`src/rtl/alu_pkg.sv`:
```
// Shared ALU definitions: widths, opcode encodings used by decoder/RS/ALU, and the queued result entry.
package alu_pkg;

    localparam int DATA_W    = 32;
    localparam int ROB_IDX_W = 5;
    localparam int OP_W      = 6;

    localparam logic [OP_W-1:0] OP_NOP   = 6'd0;
    localparam logic [OP_W-1:0] OP_ADD   = 6'd1;
    localparam logic [OP_W-1:0] OP_SUB   = 6'd2;
    localparam logic [OP_W-1:0] OP_AND   = 6'd3;
    localparam logic [OP_W-1:0] OP_OR    = 6'd4;
    localparam logic [OP_W-1:0] OP_XOR   = 6'd5;
    localparam logic [OP_W-1:0] OP_SLT   = 6'd6;
    localparam logic [OP_W-1:0] OP_SLTU  = 6'd7;
    localparam logic [OP_W-1:0] OP_SLL   = 6'd8;
    localparam logic [OP_W-1:0] OP_SRL   = 6'd9;
    localparam logic [OP_W-1:0] OP_SRA   = 6'd10;
    localparam logic [OP_W-1:0] OP_ADDI  = 6'd11;
    localparam logic [OP_W-1:0] OP_ANDI  = 6'd12;
    localparam logic [OP_W-1:0] OP_ORI   = 6'd13;
    localparam logic [OP_W-1:0] OP_XORI  = 6'd14;
    localparam logic [OP_W-1:0] OP_SLTI  = 6'd15;
    localparam logic [OP_W-1:0] OP_SLTIU = 6'd16;
    localparam logic [OP_W-1:0] OP_SLLI  = 6'd17;
    localparam logic [OP_W-1:0] OP_SRLI  = 6'd18;
    localparam logic [OP_W-1:0] OP_SRAI  = 6'd19;
    localparam logic [OP_W-1:0] OP_LUI   = 6'd20;
    localparam logic [OP_W-1:0] OP_AUIPC = 6'd21;
    localparam logic [OP_W-1:0] OP_JAL   = 6'd22;
    localparam logic [OP_W-1:0] OP_JALR  = 6'd23;
    localparam logic [OP_W-1:0] OP_BEQ   = 6'd24;
    localparam logic [OP_W-1:0] OP_BNE   = 6'd25;
    localparam logic [OP_W-1:0] OP_BLT   = 6'd26;
    localparam logic [OP_W-1:0] OP_BGE   = 6'd27;
    localparam logic [OP_W-1:0] OP_BLTU  = 6'd28;
    localparam logic [OP_W-1:0] OP_BGEU  = 6'd29;

    typedef struct packed {
        logic [DATA_W-1:0]    value;
        logic [ROB_IDX_W-1:0] rob_tag;
        logic                 is_branch;
        logic                 taken;
        logic [DATA_W-1:0]    target;
    } alu_result_t;

endpackage

```
`src/rtl/alu_result_fifo.sv`:
```
// Synchronous FIFO with flush; head is combinational, write-to-head latency 1 cycle.
// No internal overflow guard: caller pushes only when count<DEPTH or popping in the same cycle.
module alu_result_fifo #(
    parameter int WIDTH = 8,
    parameter int DEPTH = 4,
    localparam int AW   = $clog2(DEPTH)
) (
    input  logic             clk,
    input  logic             rst_n,
    input  logic             push,
    input  logic [WIDTH-1:0] push_data,
    input  logic             pop,
    input  logic             flush,
    output logic [WIDTH-1:0] head_data,
    output logic [AW:0]      count
);

    logic [WIDTH-1:0] mem [DEPTH];
    logic [AW-1:0]    wr_ptr;
    logic [AW-1:0]    rd_ptr;

    always_ff @(posedge clk or negedge rst_n) begin
        if (!rst_n) begin
            wr_ptr <= '0;
            rd_ptr <= '0;
            count  <= '0;
            for (int i = 0; i < DEPTH; i++) mem[i] <= '0;
        end else if (flush) begin
            wr_ptr <= '0;
            rd_ptr <= '0;
            count  <= '0;
        end else begin
            if (push) begin
                mem[wr_ptr] <= push_data;
                wr_ptr      <= wr_ptr + 1'b1;
            end
            if (pop) rd_ptr <= rd_ptr + 1'b1;
            count <= count + {{AW{1'b0}}, push} - {{AW{1'b0}}, pop};
        end
    end

    assign head_data = mem[rd_ptr];

endmodule

```
`src/rtl/alu_exec_unit.sv`:
```
// ALU execute stage: evaluates the issued op and queues it for CDB broadcast one cycle later.
// Backpressure: registered alu_full asserts one entry early; a push into a full buffer is dropped and flagged.
module alu_exec_unit
    import alu_pkg::*;
#(
    parameter int DATA_W     = alu_pkg::DATA_W,
    parameter int ROB_IDX_W  = alu_pkg::ROB_IDX_W,
    parameter int OP_W       = alu_pkg::OP_W,
    parameter int FIFO_DEPTH = 4
) (
    input  logic                 clk,
    input  logic                 rst_n,
    input  logic                 rdy,
    input  logic                 jump_wrong,
    input  logic                 alu_enable,
    input  logic [OP_W-1:0]      to_alu_op,
    input  logic [DATA_W-1:0]    to_alu_rs1_value,
    input  logic [DATA_W-1:0]    to_alu_rs2_value,
    input  logic [DATA_W-1:0]    to_alu_imm,
    input  logic [DATA_W-1:0]    to_alu_pc,
    input  logic [ROB_IDX_W-1:0] to_alu_rd_renaming,
    input  logic                 cdb_grant,
    output logic                 alu_broadcast,
    output logic [DATA_W-1:0]    alu_cbd_value,
    output logic [ROB_IDX_W-1:0] alu_update_rename,
    output logic                 alu_is_branch,
    output logic                 alu_branch_taken,
    output logic [DATA_W-1:0]    alu_branch_target,
    output logic                 alu_full,
    output logic                 alu_overflow_err
);

    localparam int CW = $clog2(FIFO_DEPTH) + 1;

    function automatic alu_result_t execute(
        input logic [OP_W-1:0]      op,
        input logic [DATA_W-1:0]    a,
        input logic [DATA_W-1:0]    b,
        input logic [DATA_W-1:0]    imm,
        input logic [DATA_W-1:0]    pc,
        input logic [ROB_IDX_W-1:0] tag
    );
        alu_result_t       r;
        logic [DATA_W-1:0] seq_pc;
        logic [DATA_W-1:0] rel_tgt;
        logic              cond;
        r         = '0;
        r.rob_tag = tag;
        seq_pc    = pc + DATA_W'(4);
        rel_tgt   = pc + imm;
        cond      = 1'b0;
        case (op)
            OP_ADD:   r.value = a + b;
            OP_SUB:   r.value = a - b;
            OP_AND:   r.value = a & b;
            OP_OR:    r.value = a | b;
            OP_XOR:   r.value = a ^ b;
            OP_SLT:   r.value = {{(DATA_W-1){1'b0}}, $signed(a) < $signed(b)};
            OP_SLTU:  r.value = {{(DATA_W-1){1'b0}}, a < b};
            OP_SLL:   r.value = a << b[4:0];
            OP_SRL:   r.value = a >> b[4:0];
            OP_SRA:   r.value = $signed(a) >>> b[4:0];
            OP_ADDI:  r.value = a + imm;
            OP_ANDI:  r.value = a & imm;
            OP_ORI:   r.value = a | imm;
            OP_XORI:  r.value = a ^ imm;
            OP_SLTI:  r.value = {{(DATA_W-1){1'b0}}, $signed(a) < $signed(imm)};
            OP_SLTIU: r.value = {{(DATA_W-1){1'b0}}, a < imm};
            OP_SLLI:  r.value = a << imm[4:0];
            OP_SRLI:  r.value = a >> imm[4:0];
            OP_SRAI:  r.value = $signed(a) >>> imm[4:0];
            OP_LUI:   r.value = imm;
            OP_AUIPC: r.value = rel_tgt;
            OP_JAL: begin
                r.value     = seq_pc;
                r.is_branch = 1'b1;
                r.taken     = 1'b1;
                r.target    = rel_tgt;
            end
            OP_JALR: begin
                r.value     = seq_pc;
                r.is_branch = 1'b1;
                r.taken     = 1'b1;
                r.target    = (a + imm) & ~DATA_W'(1);
            end
            OP_BEQ, OP_BNE, OP_BLT, OP_BGE, OP_BLTU, OP_BGEU: begin
                case (op)
                    OP_BEQ:  cond = (a == b);
                    OP_BNE:  cond = (a != b);
                    OP_BLT:  cond = ($signed(a) < $signed(b));
                    OP_BGE:  cond = ($signed(a) >= $signed(b));
                    OP_BLTU: cond = (a < b);
                    default: cond = (a >= b);
                endcase
                r.is_branch = 1'b1;
                r.taken     = cond;
                r.target    = cond ? rel_tgt : seq_pc;
            end
            default: r.value = '0;
        endcase
        return r;
    endfunction

    alu_result_t    issue_res;
    alu_result_t    head;
    logic [CW-1:0]  count;
    logic [CW-1:0]  next_count;
    logic           push_req;
    logic           push;
    logic           pop;
    logic           at_cap;

    assign issue_res = execute(to_alu_op, to_alu_rs1_value, to_alu_rs2_value,
                               to_alu_imm, to_alu_pc, to_alu_rd_renaming);

    // A same-cycle pop frees the slot, so a full buffer can still accept.
    assign at_cap   = (count == CW'(FIFO_DEPTH));
    assign push_req = rdy && alu_enable && !jump_wrong;
    assign pop      = rdy && (count != '0) && cdb_grant;
    assign push     = push_req && (!at_cap || pop);

    always_comb begin
        next_count = count + {{(CW-1){1'b0}}, push} - {{(CW-1){1'b0}}, pop};
        if (jump_wrong) next_count = '0;
    end

    alu_result_fifo #(
        .WIDTH ($bits(alu_result_t)),
        .DEPTH (FIFO_DEPTH)
    ) u_fifo (
        .clk       (clk),
        .rst_n     (rst_n),
        .push      (push),
        .push_data (issue_res),
        .pop       (pop),
        .flush     (jump_wrong),
        .head_data (head),
        .count     (count)
    );

    always_ff @(posedge clk or negedge rst_n) begin
        if (!rst_n) begin
            alu_full         <= 1'b0;
            alu_overflow_err <= 1'b0;
        end else begin
            alu_full <= (next_count >= CW'(FIFO_DEPTH - 1));
            if (push_req && at_cap && !pop) alu_overflow_err <= 1'b1;
        end
    end

    assign alu_broadcast     = (count != '0);
    assign alu_cbd_value     = alu_broadcast ? head.value     : '0;
    assign alu_update_rename = alu_broadcast ? head.rob_tag   : '0;
    assign alu_is_branch     = alu_broadcast ? head.is_branch : 1'b0;
    assign alu_branch_taken  = alu_broadcast ? head.taken     : 1'b0;
    assign alu_branch_target = alu_broadcast ? head.target    : '0;

endmodule

```
`config.mk`:
```
export PLATFORM = sky130hd
export DESIGN_NAME = alu_exec_unit
export DESIGN_NICKNAME = d
export VERILOG_FILES = /design/src/rtl/alu_pkg.sv /design/src/rtl/alu_result_fifo.sv /design/src/rtl/alu_exec_unit.sv
export SDC_FILE = /design/constraint.sdc
export NUM_CORES = 2
export LEC_CHECK = 0
export BUFFER_PORTS_ARGS = -buffer_cell sky130_fd_sc_hd__buf_2
export CORE_ASPECT_RATIO = 1.4
export CORE_MARGIN = 1
export CORE_UTILIZATION = 29
export DETAILED_ROUTE_END_ITERATION = 16
export GPL_TIMING_DRIVEN = 0
export PLACE_DENSITY = 0.54
export SLEW_MARGIN = 20
export SYNTH_ARGS = -nofsm -noshare
export SYNTH_HDL_FRONTEND = slang
export SYNTH_SLANG_ARGS = --single-unit
```
`constraint.sdc`:
```
create_clock -name clk -period 2.35 [get_ports clk]
set_input_delay 0.235 -clock clk [delete_from_list [all_inputs] [get_ports clk]]
set_output_delay 0.235 -clock clk [all_outputs]
set_load 0.1 [all_outputs]
```
==> results.txt <==
STA classifies the critical path startpoint as an input pin. The via density per instance is 6.36. The die span in x is 281 um. The smallest setup slack after layout came out at -1.27 ns. For the finished layout, the period the worst path requires is 3.62 ns. The worst register-to-register path ends at u_fifo.mem[15]. The worst setup path is captured at a flop. The delay of the slowest cell on the worst path is 0.68 ns. The worst setup path is of the in2reg kind.

In this run the mean area of a mapped cell was 8.17 um^2. The global-route wire length before repair is 297 mm. The area enclosed by the die boundary came out at ~110000 um^2. The count of buffers from port buffering is 217. The reported leakage power is 18.4 nW. For this design the ratio of total power to cell area is 727 nW/um^2. The run finished, with violations left. The global router's overall resource usage came out at between 30% and 40%. The area growth from synthesis to layout is 46.5%. The commonest cells after synthesis are sky130_fd_sc_hd__a21oi_1, sky130_fd_sc_hd__nor2_1, sky130_fd_sc_hd__dfrtp_1. Ranked by total cell area, the synthesized netlist is headed by sky130_fd_sc_hd__dfrtp_1, sky130_fd_sc_hd__mux4_2, sky130_fd_sc_hd__a21oi_1.

The initial antenna violation count is 16. The maximum clock frequency is 276 MHz. The total clock buffers created by CTS is 24. The depth of the CTS H-tree is 1. The final cell utilization of the core came out at 43.0%. The final count of hold timing violations is 0.

The layout cell share with drive strength beyond 1 is 40.8%. Among all stages on the critical path, the largest delay is contributed by sky130_fd_sc_hd__or4b_4. Setup repair after global routing could not meet its margin everywhere.

The layout net count is between 4k and 5k. The number of iterations in the first detailed-routing pass is 6. During I/O placement, the number of pins put on the boundary was approximately 220.

The via total after detailed routing is 37.5k. The total global routing overflow came out at 0. The count of final max-slew check failures is 0.

The count of cells along the worst hold path is 3. The maximum ir drop on the vdd rail came out at 0.563 mV. The clock latency of the later-clocked register in the worst-skew pair is 0.56 ns. In this run the most critical hold path is launched from jump_wrong. The portion of synthesized cell area occupied by the leading cell type is between 20% and 30%. STA puts the critical path data arrival time at 4.06 ns. The cell depth of the worst flop-to-flop path came out at 6. On the critical path the largest part of the delay comes from simple AND/OR/NAND/NOR gates. The clock input transition at the sequential cells of the worst setup and hold paths is 0.07 ns. Of all cell types, the one taking the most synthesized area is sky130_fd_sc_hd__dfrtp_1.

The region available for standard cell placement spans 107000 um^2. The measured slew at the worst slew-check pin is around 1.3 ns. In the synthesized netlist the dominant register cell turns out to be sky130_fd_sc_hd__dfrtp_1. Counting every net in the synthesized netlist gives about 4.2k. The number of global-route vias before repair is ~35k. The mapped cell area came out at ~32000 um^2.

The DRC violation count after routing is 0. The setup slack on the worst flop-to-flop path came out at -0.35 ns. Entering global routing, the biggest net connects 95 pins. The netlist uses between 100 and 150 different library cells. The number of standard cells after synthesis came out at 3857. The number of DRC markers in iteration 0 came out at 3898. The chip height came out at 392 um.

The path type of the worst min-delay path is in2reg. The sequential share of the synthesized area came out at 23.3%. The critical path contains buffers and inverters numbering 4 combined. The critical path runs through a total of 14 cells. Headroom to the max-slew limit came out at a little over an eighth. The clock passes through at most 3 buffers.

The hold path endpoint is u_fifo.wr_ptr[0]. In the synthesized netlist the async set-or-reset flop fraction comes to 100%. The clock root buffer is sky130_fd_sc_hd__clkbuf_16. The critical register-to-register path startpoint is u_fifo.count[1].

Detailed placement finished with a half-perimeter wire length of around 170 mm. The clock skew came out at 0.0174 ns. The number of flops mapped to enable cells by yosys came out at 0. Of all nets on the critical path, the largest fanout is 7. The clock net sink count came out at roughly 290.

The flop and latch count out of synthesis came out at 293. Once detail routing completed, the nets flagged for antenna violations numbered 0. The Yosys step of the flow raised 0 warnings. The signal on the critical path passes through buf_12 -> or4b_4 -> buf_12 -> buf_12 -> buf_4 -> nor3_2 -> a21o_2 -> nor2_4 -> nand2_1 -> a211oi_2 -> nor4_4 -> nand3_4 -> or4b_4 -> mux2_4.

The checks that failed: setup timing. The worst path uses 154% of the clock period. The initial cell density of the core came out at between 20 and 30%.

STA puts the critical path data required time at 2.79 ns. The most common cell in the synthesized netlist is sky130_fd_sc_hd__a21oi_1. Setup violations remaining at the end of the flow were counted as 333. The count of standard-cell rows is 142. Summed over all layers, the routed wires come to about 220 mm. The placer's final routability congestion estimate is 1.13. The mean routed wirelength per cell is 38.1 um.

On the final layout, the worst hold slack is around 0.099 ns. The tool flagged a number of max-cap violations equal to 0. TritonCTS built the clock tree.

Among the stages of the critical path, the cell type that occurs most often is sky130_fd_sc_hd__buf_12.
-- kinds of logic after synthesis --
group	after synthesis	share of synthesized area (%)
AO/OA/AOI/OAI	1279	26.1
AND/OR/NAND/NOR	1205	18.4
buffers and inverters	440	5.54
multiplexers	340	16.2
flip-flops	293	23.3
adder cells (fa/ha/maj)	169	6.83
XOR/XNOR	131	3.64
-- repair_timing --
item / CTS / global route
setup buffers: 134 / 181
hold buffers: 9 / 0
gates cloned: 0 / 12
hold endpoints to repair: 136 / 0
pin swaps: 108 / 236
gates resized for setup: 625 / 1203
endpoints found under the setup margin: 360 / 356
-- tightest hold or removal path: cells and delay by family --
| family | cells | cell delay (ns) |
|---|---|---|
| buf+inv | 1 | 0.13 |
| simple gates | 1 | 0.10 |
| mux | 1 | 0.14 |
-- power by group --
| part | total [mW] | switching [mW] | internal [mW] | leakage [nW] |
|---|---|---|---|---|
| Clock | 4.33 | 1.95 | 2.38 | 0.408 |
| Sequential | 7.70 | 0.927 | 6.78 | 3.74 |
| Combinational | 21.5 | 13.2 | 8.35 | 14.2 |
| Total | 33.6 | 16.1 | 17.5 | 18.4 |
-- stage by stage --
step,instance area [um^2],power (mW),instances,setup slack (ns),TNS (ns)
6_report,46200,33.6,5896,-1.27,-238.71
3_5_place_dp,35700,23.8,5522,-4.71,-783.58
2_1_floorplan,32600,19.0,3857,-0.992,-188.50
5_1_grt,46100,34.7,5876,-1.22,-244.67
3_3_place_gp,35400,23.6,5514,-4.82,-2151.99
4_1_cts,40200,29.3,5693,-1.21,-281.44
-- worst max-delay path by stage --
stage	slack [ns]	endpoint	from
after CTS	-1.21	u_fifo.mem[139]	to_alu_rs1_value[22]
final	-1.27	u_fifo.mem[67]	to_alu_op[3]
after global routing	-1.22	u_fifo.mem[67]	to_alu_op[3]
after floorplan	-0.99	u_fifo.mem[164]	to_alu_rs1_value[0]
after global placement	-4.82	u_fifo.mem[133]	to_alu_op[5]
after detailed placement	-4.71	u_fifo.mem[204]	to_alu_op[5]
-- placed cells by master, fill, tap and decap left out, types with 32 or more instances in the layout --
master                      instances
sky130_fd_sc_hd__nor2_1           412
sky130_fd_sc_hd__a21oi_1          304
sky130_fd_sc_hd__dfrtp_1          291
sky130_fd_sc_hd__buf_4            251
sky130_fd_sc_hd__nand2_1          196
sky130_fd_sc_hd__a21oi_2          179
sky130_fd_sc_hd__o21ai_0          137
sky130_fd_sc_hd__inv_1            126
sky130_fd_sc_hd__mux4_2           126
sky130_fd_sc_hd__ha_1             126
sky130_fd_sc_hd__buf_6            124
sky130_fd_sc_hd__buf_2            111
sky130_fd_sc_hd__nand3_1          104
sky130_fd_sc_hd__buf_12            94
sky130_fd_sc_hd__xnor2_1           85
sky130_fd_sc_hd__clkbuf_1          83
sky130_fd_sc_hd__mux2i_1           82
sky130_fd_sc_hd__and2_4            59
sky130_fd_sc_hd__clkbuf_2          51
sky130_fd_sc_hd__nor3_1            49
sky130_fd_sc_hd__o211ai_1          48
sky130_fd_sc_hd__mux2_2            44
sky130_fd_sc_hd__nand4_1           42
sky130_fd_sc_hd__clkbuf_16         39
sky130_fd_sc_hd__a21o_1            38
sky130_fd_sc_hd__a31oi_1           38
sky130_fd_sc_hd__buf_8             36
sky130_fd_sc_hd__o22ai_1           33
sky130_fd_sc_hd__clkbuf_4          32
-- flip-flops by register name, summed over array words and instances (netlist names) --
signal / count
u_fifo.rd_ptr: 2
alu_full: 1
u_fifo.wr_ptr: 2
u_fifo.mem: 284
u_fifo.count: 3
alu_overflow_err: 1
-- cell type report --
cell class	count	area, um^2
fill	10777	61100
multi-input combinational	3125	27700
sequential	293	7340
timing repair buffer	554	5590
buffer	263	2170
tap	1440	1800
inverter	151	642
clock buffer	30	633
clock inverter	14	185
antenna	26	65.1
-- routing by layer --
| layer | global-route usage [%] | vias to the layer above | wire (um) |
|---|---|---|---|
| met1 | 44.4 | 18876 | 78800 |
| li1 | - | 15603 | - |
| met2 | 62.4 | 2238 | 101000 |
| met3 | 7.90 | 767 | 18700 |
| met5 | 0 | - | 0 |
| met4 | 35.7 | 0 | 26400 |
(Power assumes the default switching activity.)
